<file path="config.mk">
export PLATFORM = sky130hd
export DESIGN_NAME = uart_rx
export DESIGN_NICKNAME = d
export VERILOG_FILES = /design/src/rtl/uart_pkg.sv /design/src/rtl/uart_baud_counter.sv /design/src/rtl/uart_rx.sv
export SDC_FILE = /design/constraint.sdc
export NUM_CORES = 1
export LEC_CHECK = 0
export ABC_AREA = 0
export CAP_MARGIN = 20
export CORE_ASPECT_RATIO = 1.2
export CORE_MARGIN = 2
export CORE_UTILIZATION = 50
export CTS_CLUSTER_DIAMETER = 150
export DETAILED_ROUTE_END_ITERATION = 8
export PLACE_DENSITY = 0.79
export REMOVE_ABC_BUFFERS = 1
export SYNTH_ARGS = -nofsm -noshare
export SYNTH_HDL_FRONTEND = slang
export SYNTH_SLANG_ARGS = --single-unit
</file>
<file path="constraint.sdc">
create_clock -name clk -period 2.6 [get_ports clk]
set_input_delay 0.52 -clock clk [delete_from_list [all_inputs] [get_ports clk]]
set_output_delay 0.52 -clock clk [all_outputs]
set_load 0.005 [all_outputs]
</file>
<file path="src/rtl/uart_pkg.sv">
// ============================================================================
// uart_pkg : shared types, default baud constants and parity helper for UART
// Revision : 1.0
// ============================================================================
`default_nettype none

package uart_pkg;

    localparam int unsigned UART_CLK_RATE      = 100_000_000;
    localparam int unsigned UART_BAUD_RATE     = 19_200;
    localparam int unsigned UART_BIT_CLKS      = UART_CLK_RATE / UART_BAUD_RATE;
    localparam int unsigned UART_HALF_BIT_CLKS = UART_BIT_CLKS / 2;

    typedef enum logic [2:0] {
        ST_IDLE      = 3'd0,
        ST_START     = 3'd1,
        ST_DATA      = 3'd2,
        ST_PARITY    = 3'd3,
        ST_STOP      = 3'd4,
        ST_WAIT_IDLE = 3'd5
    } rx_state_t;

    // Parity bit value that makes the total count of ones (data + parity) odd.
    function automatic logic odd_parity(input logic [7:0] data);
        return ~^data;
    endfunction

endpackage

`default_nettype wire

</file>
<file path="src/rtl/uart_baud_counter.sv">
// ============================================================================
// uart_baud_counter : bit-period counter, wraps at BIT_CLKS-1, ticks on target
// Revision : 1.0
// ============================================================================
`default_nettype none

module uart_baud_counter
    import uart_pkg::*;
#(
    parameter int unsigned BIT_CLKS = UART_BIT_CLKS,
    parameter int unsigned CNT_W    = $clog2(BIT_CLKS)
) (
    input  logic             clk,
    input  logic             rst,
    input  logic             clear,
    input  logic [CNT_W-1:0] target,
    output logic             tick
);

    logic [CNT_W-1:0] count;

    always_ff @(posedge clk or posedge rst) begin
        if (rst) begin
            count <= '0;
        end else if (clear) begin
            count <= '0;
        end else if (count == CNT_W'(BIT_CLKS - 1)) begin
            count <= '0;
        end else begin
            count <= count + CNT_W'(1);
        end
    end

    assign tick = (count == target);

endmodule

`default_nettype wire

</file>
<file path="src/rtl/uart_rx.sv">
// ============================================================================
// uart_rx : 8-O-1 serial receiver with parity/framing status strobe
// Revision : 1.0
// ============================================================================
`default_nettype none

module uart_rx
    import uart_pkg::*;
#(
    parameter int unsigned CLK_RATE  = UART_CLK_RATE,
    parameter int unsigned BAUD_RATE = UART_BAUD_RATE
) (
    input  logic       clk,
    input  logic       rst,
    input  logic       rx,
    output logic [7:0] data_rx,
    output logic       data_strobe,
    output logic       parity_error,
    output logic       framing_error,
    output logic       rx_busy
);

    localparam int unsigned BIT_CLKS      = CLK_RATE / BAUD_RATE;
    localparam int unsigned HALF_BIT_CLKS = BIT_CLKS / 2;
    localparam int unsigned CNT_W         = $clog2(BIT_CLKS);

    logic             rx_meta;
    logic             rx_s;
    rx_state_t        state;
    rx_state_t        state_next;
    logic             clear;
    logic             tick;
    logic [CNT_W-1:0] target;
    logic             busy_next;
    logic [7:0]       shift_reg;
    logic [2:0]       bit_idx;
    logic             parity_bad;

    // Line idles high, so the synchronizer resets to 1 to avoid a false start.
    always_ff @(posedge clk or posedge rst) begin
        if (rst) begin
            rx_meta <= 1'b1;
            rx_s    <= 1'b1;
        end else begin
            rx_meta <= rx;
            rx_s    <= rx_meta;
        end
    end

    uart_baud_counter #(
        .BIT_CLKS (BIT_CLKS),
        .CNT_W    (CNT_W)
    ) u_baud_counter (
        .clk    (clk),
        .rst    (rst),
        .clear  (clear),
        .target (target),
        .tick   (tick)
    );

    always_ff @(posedge clk or posedge rst) begin
        if (rst) begin
            state <= ST_IDLE;
        end else begin
            state <= state_next;
        end
    end

    always_comb begin
        state_next = state;
        target     = CNT_W'(BIT_CLKS - 1);
        case (state)
            ST_IDLE: begin
                if (!rx_s) begin
                    state_next = ST_START;
                end
            end
            ST_START: begin
                target = CNT_W'(HALF_BIT_CLKS - 1);
                if (tick) begin
                    state_next = rx_s ? ST_IDLE : ST_DATA;
                end
            end
            ST_DATA: begin
                if (tick && (bit_idx == 3'd7)) begin
                    state_next = ST_PARITY;
                end
            end
            ST_PARITY: begin
                if (tick) begin
                    state_next = ST_STOP;
                end
            end
            ST_STOP: begin
                if (tick) begin
                    state_next = rx_s ? ST_IDLE : ST_WAIT_IDLE;
                end
            end
            ST_WAIT_IDLE: begin
                if (rx_s) begin
                    state_next = ST_IDLE;
                end
            end
            default: begin
                state_next = ST_IDLE;
            end
        endcase
        // Every state entry restarts the bit timer; the idle states keep it parked.
        clear     = (state_next != state) || (state == ST_IDLE) || (state == ST_WAIT_IDLE);
        busy_next = state_next inside {ST_START, ST_DATA, ST_PARITY, ST_STOP};
    end

    always_ff @(posedge clk or posedge rst) begin
        if (rst) begin
            data_rx       <= 8'h00;
            data_strobe   <= 1'b0;
            parity_error  <= 1'b0;
            framing_error <= 1'b0;
            rx_busy       <= 1'b0;
            shift_reg     <= 8'h00;
            bit_idx       <= 3'd0;
            parity_bad    <= 1'b0;
        end else begin
            data_strobe <= 1'b0;
            rx_busy     <= busy_next;
            if (tick) begin
                case (state)
                    ST_START: begin
                        bit_idx <= 3'd0;
                    end
                    ST_DATA: begin
                        shift_reg <= {rx_s, shift_reg[7:1]};
                        bit_idx   <= bit_idx + 3'd1;
                    end
                    ST_PARITY: begin
                        parity_bad <= (rx_s != odd_parity(shift_reg));
                    end
                    ST_STOP: begin
                        data_rx       <= shift_reg;
                        data_strobe   <= 1'b1;
                        parity_error  <= parity_bad;
                        framing_error <= ~rx_s;
                    end
                    default: begin
                    end
                endcase
            end
        end
    end

endmodule

`default_nettype wire

</file>
==> key figures <==
Clock tree
  • CTS resizes: 0
  • CTS root buf: clkbuf_8
  • Clk sinks: 42
  • CTS Hold Bufs: 0
  • Bufs on Longest Clock Path: 2
  • Clk_lat worst skew: 290 ps
  • Htree depth: 2
  • Total CTS buffers: 5
  • CTS tree: yes
  • Clock Pin Slew Worst Setup and Hold Paths: around 80 ps
  • Setup Buffers After CTS: 0

Critical path
  • Crit end category: flip-flop
  • Worst-path fanout max: 11
  • Biggest cell delay along the critical path: around 600 ps
  • Reg2reg start: u_baud_counter.count[3]
  • Kind of critical path: reg2reg
  • Slowest-stage cell, CP: or4_1
  • CP Data Required Time: approximately 2800 ps
  • Largest delay share family, worst path: simple AND/OR/NAND/NOR gates
  • Critical path arrival: ~2600 ps
  • Buf+Inv Stages, Crit Path: 1
  • Critical path launch point type: flip-flop
  • Critical Path Source: u_baud_counter.count[3]
  • CP Cell Sequence: or4b_4 > or4_1 > a21oi_2 > buf_12 > mux2_2

Routing
  • Initial DRC count: 39
  • Detail Route Antenna Nets: 0
  • Total Routed Length: ~3800 µm
  • DR vias/cell: around 5.4
  • Drt wl/cell: ~14 µm
  • DRC viols: 0
  • DR vias: 1,505
  • Drt first pass iters: 4

GRT
  • Grt total ovfl: 0
  • Largest net degree at the start of global routing: 43
  • Vias in the first global route: around 1,500
  • First-pass GRT wire length: around 6700 µm
  • GRT Total Usage: 0.181
  • Initial antenna violation count: 0

Min path
  • Hold Path Origin: rx_meta
  • Worst min-delay path class: reg2reg

Yosys
  • Combinational family with the most area after synthesis: simple AND/OR/NAND/NOR gates
  • EDFF count, synth: 0
  • Synth Area in Adders: 0.0177
  • Post-Synth XOR/XNOR Area: 0.0787
  • Seq/Total Area, Yosys: 0.498
  • Mux share of post-synthesis cell area: 0.0905
  • Synth async-reset ratio: 1.00
  • Synth warn: 0
  • Compound-gate portion of the synthesized area: 0.0893
  • Post-Syn Area per Cell: 10.6 µm²
  • Synth Instances: ~200
  • Post-synthesis sequential element count: 42
  • Synth Area in Simple Gates: 0.192
  • Distinct cell type count of the synthesized netlist: 42
  • Synth Cell Area: between 2000 and 2500 µm²
  • Synth Flop Type: dfrtp_1

Placement
  • Input/output buffers: 14
  • DP HPWL: between 2000 and 3000 µm
  • Placed inst area: 2380 µm²
  • Dpl cells: 270
  • RD Place Congestion: 0.876

Finish
  • Non-Filler Instances: 278
  • Max reg flops: 13
  • Most frequent cells in the layout: dfrtp_1, mux2_2, nor2_1
  • Commonest non-fill, non-tap cell in the layout: dfrtp_1
  • FILL cells: ~360
  • Area growth, synth to finish: 17.6%
  • Share of cells above drive strength 1: 0.174
  • Nets: around 230
  • ANT cells: 0
  • Post-route cell area: around 2500 µm²

Floorplan
  • Initial core utilization: 0.528
  • Rows: 25
  • I/O pins: 15
  • Height of the die: 75.3 µm
  • Core box area: 4000 µm²
  • Width of the die: roughly 63 µm
  • Die ar.: about 4800 µm²

STA
  • Setup_tns: 0 ps
  • Slew margin rel.: 0.506
  • Final setup vio count: 0
  • Slew @ Worst Pin: 740 ps
  • Slew Limit Fails: 0
  • Hold Fails Final Rpt: 0
  • Minimum clock period: about 2500 ps
  • Max Freq: approximately 410 MHz
  • RSZ-0062 raised after global routing: no
  • Layout Skew: 5.53 ps
  • Fin Hold WS: 367 ps
  • Period utilization: 0.945

Outcome
  • Status: complete, no violations

Power and ir drop
  • Peak supply drop: around 0.34 mV
  • PwrDens: 473 nW/µm²
  • Leak: approximately 0.0011 µW
  • Tot Pwr: 1180 µW

Flow run
  • Max cap viols: 0
-- cells in the mapped netlist, drive strengths merged (4+ instances only) --
cell    number  area share
dfrtp       40        0.47
and3         5       0.015
nor3        11       0.031
inv         11       0.020
nor4bb       4       0.019
nor2        16       0.028
xnor2       12       0.050
xor2         7       0.029
mux2        17       0.090
o21ai        7       0.017
a21oi        8       0.021
clkbuf       4      0.0071
nand3        5       0.012
nand2       12       0.021
-- stage by stage --
stage | util | setup slack, ps
floorplan | - | 178
global placement | 0.594 | 216
detailed placement | 0.594 | 184
CTS | 0.621 | 143
global route | 0.621 | 52.4
finish | 0.621 | 143
-- cell families after synthesis --
family	after synthesis
AOI/OAI and AO/OA	29
DFF	42
muxes	17
xor gates and xnor gates	19
and+or+nand+nor	71
adders and majority gates	3
buffers and inverters	18
-- layout make-up --
type                    count  area, µm²  share of cell area
inverters                  12       45.0              0.0181
clock inverters             2       37.5              0.0151
multi-input cells         139        991               0.398
repair buffers             23        220              0.0885
well taps                  54       67.6              0.0272
flip-flops and latches     42       1050               0.424
clock buffers               6       72.6              0.0292
-- routing by layer --
metal | vias up | track usage | share of wire | wire length (µm)
li1 | 759 | - | - | -
met1 | 720 | 0.228 | 0.45 | 1700
met2 | 19 | 0.306 | 0.51 | 1920
met3 | 7 | 0.0359 | 0.018 | 69
met4 | 0 | 0.0797 | 0.023 | 85
met5 | - | 0 | 0 | 0
-- path summary, 6_finish.rpt --
| path | end | slack [ps] | cells after the start |
|---|---|---|---|
| worst max-delay path | data_rx[5] | 140 | 5 |
| worst min-delay path | rx_s | 370 | 0 |
| worst max register to register | data_rx[5] | 140 | 5 |
| worst min register to register | rx_s | 370 | 0 |
| max in group asynchronous | rx_meta | 1590 | 3 |
| min in group asynchronous | data_rx[7] | 650 | 3 |
-- where the power goes --
group / total (µW) / switching, µW / internal (µW)
sequential: 658 / 2.40 / 656
combinational: 20.0 / 13.6 / 6.44
clock: 497 / 211 / 286
(Power assumes the default switching activity.)
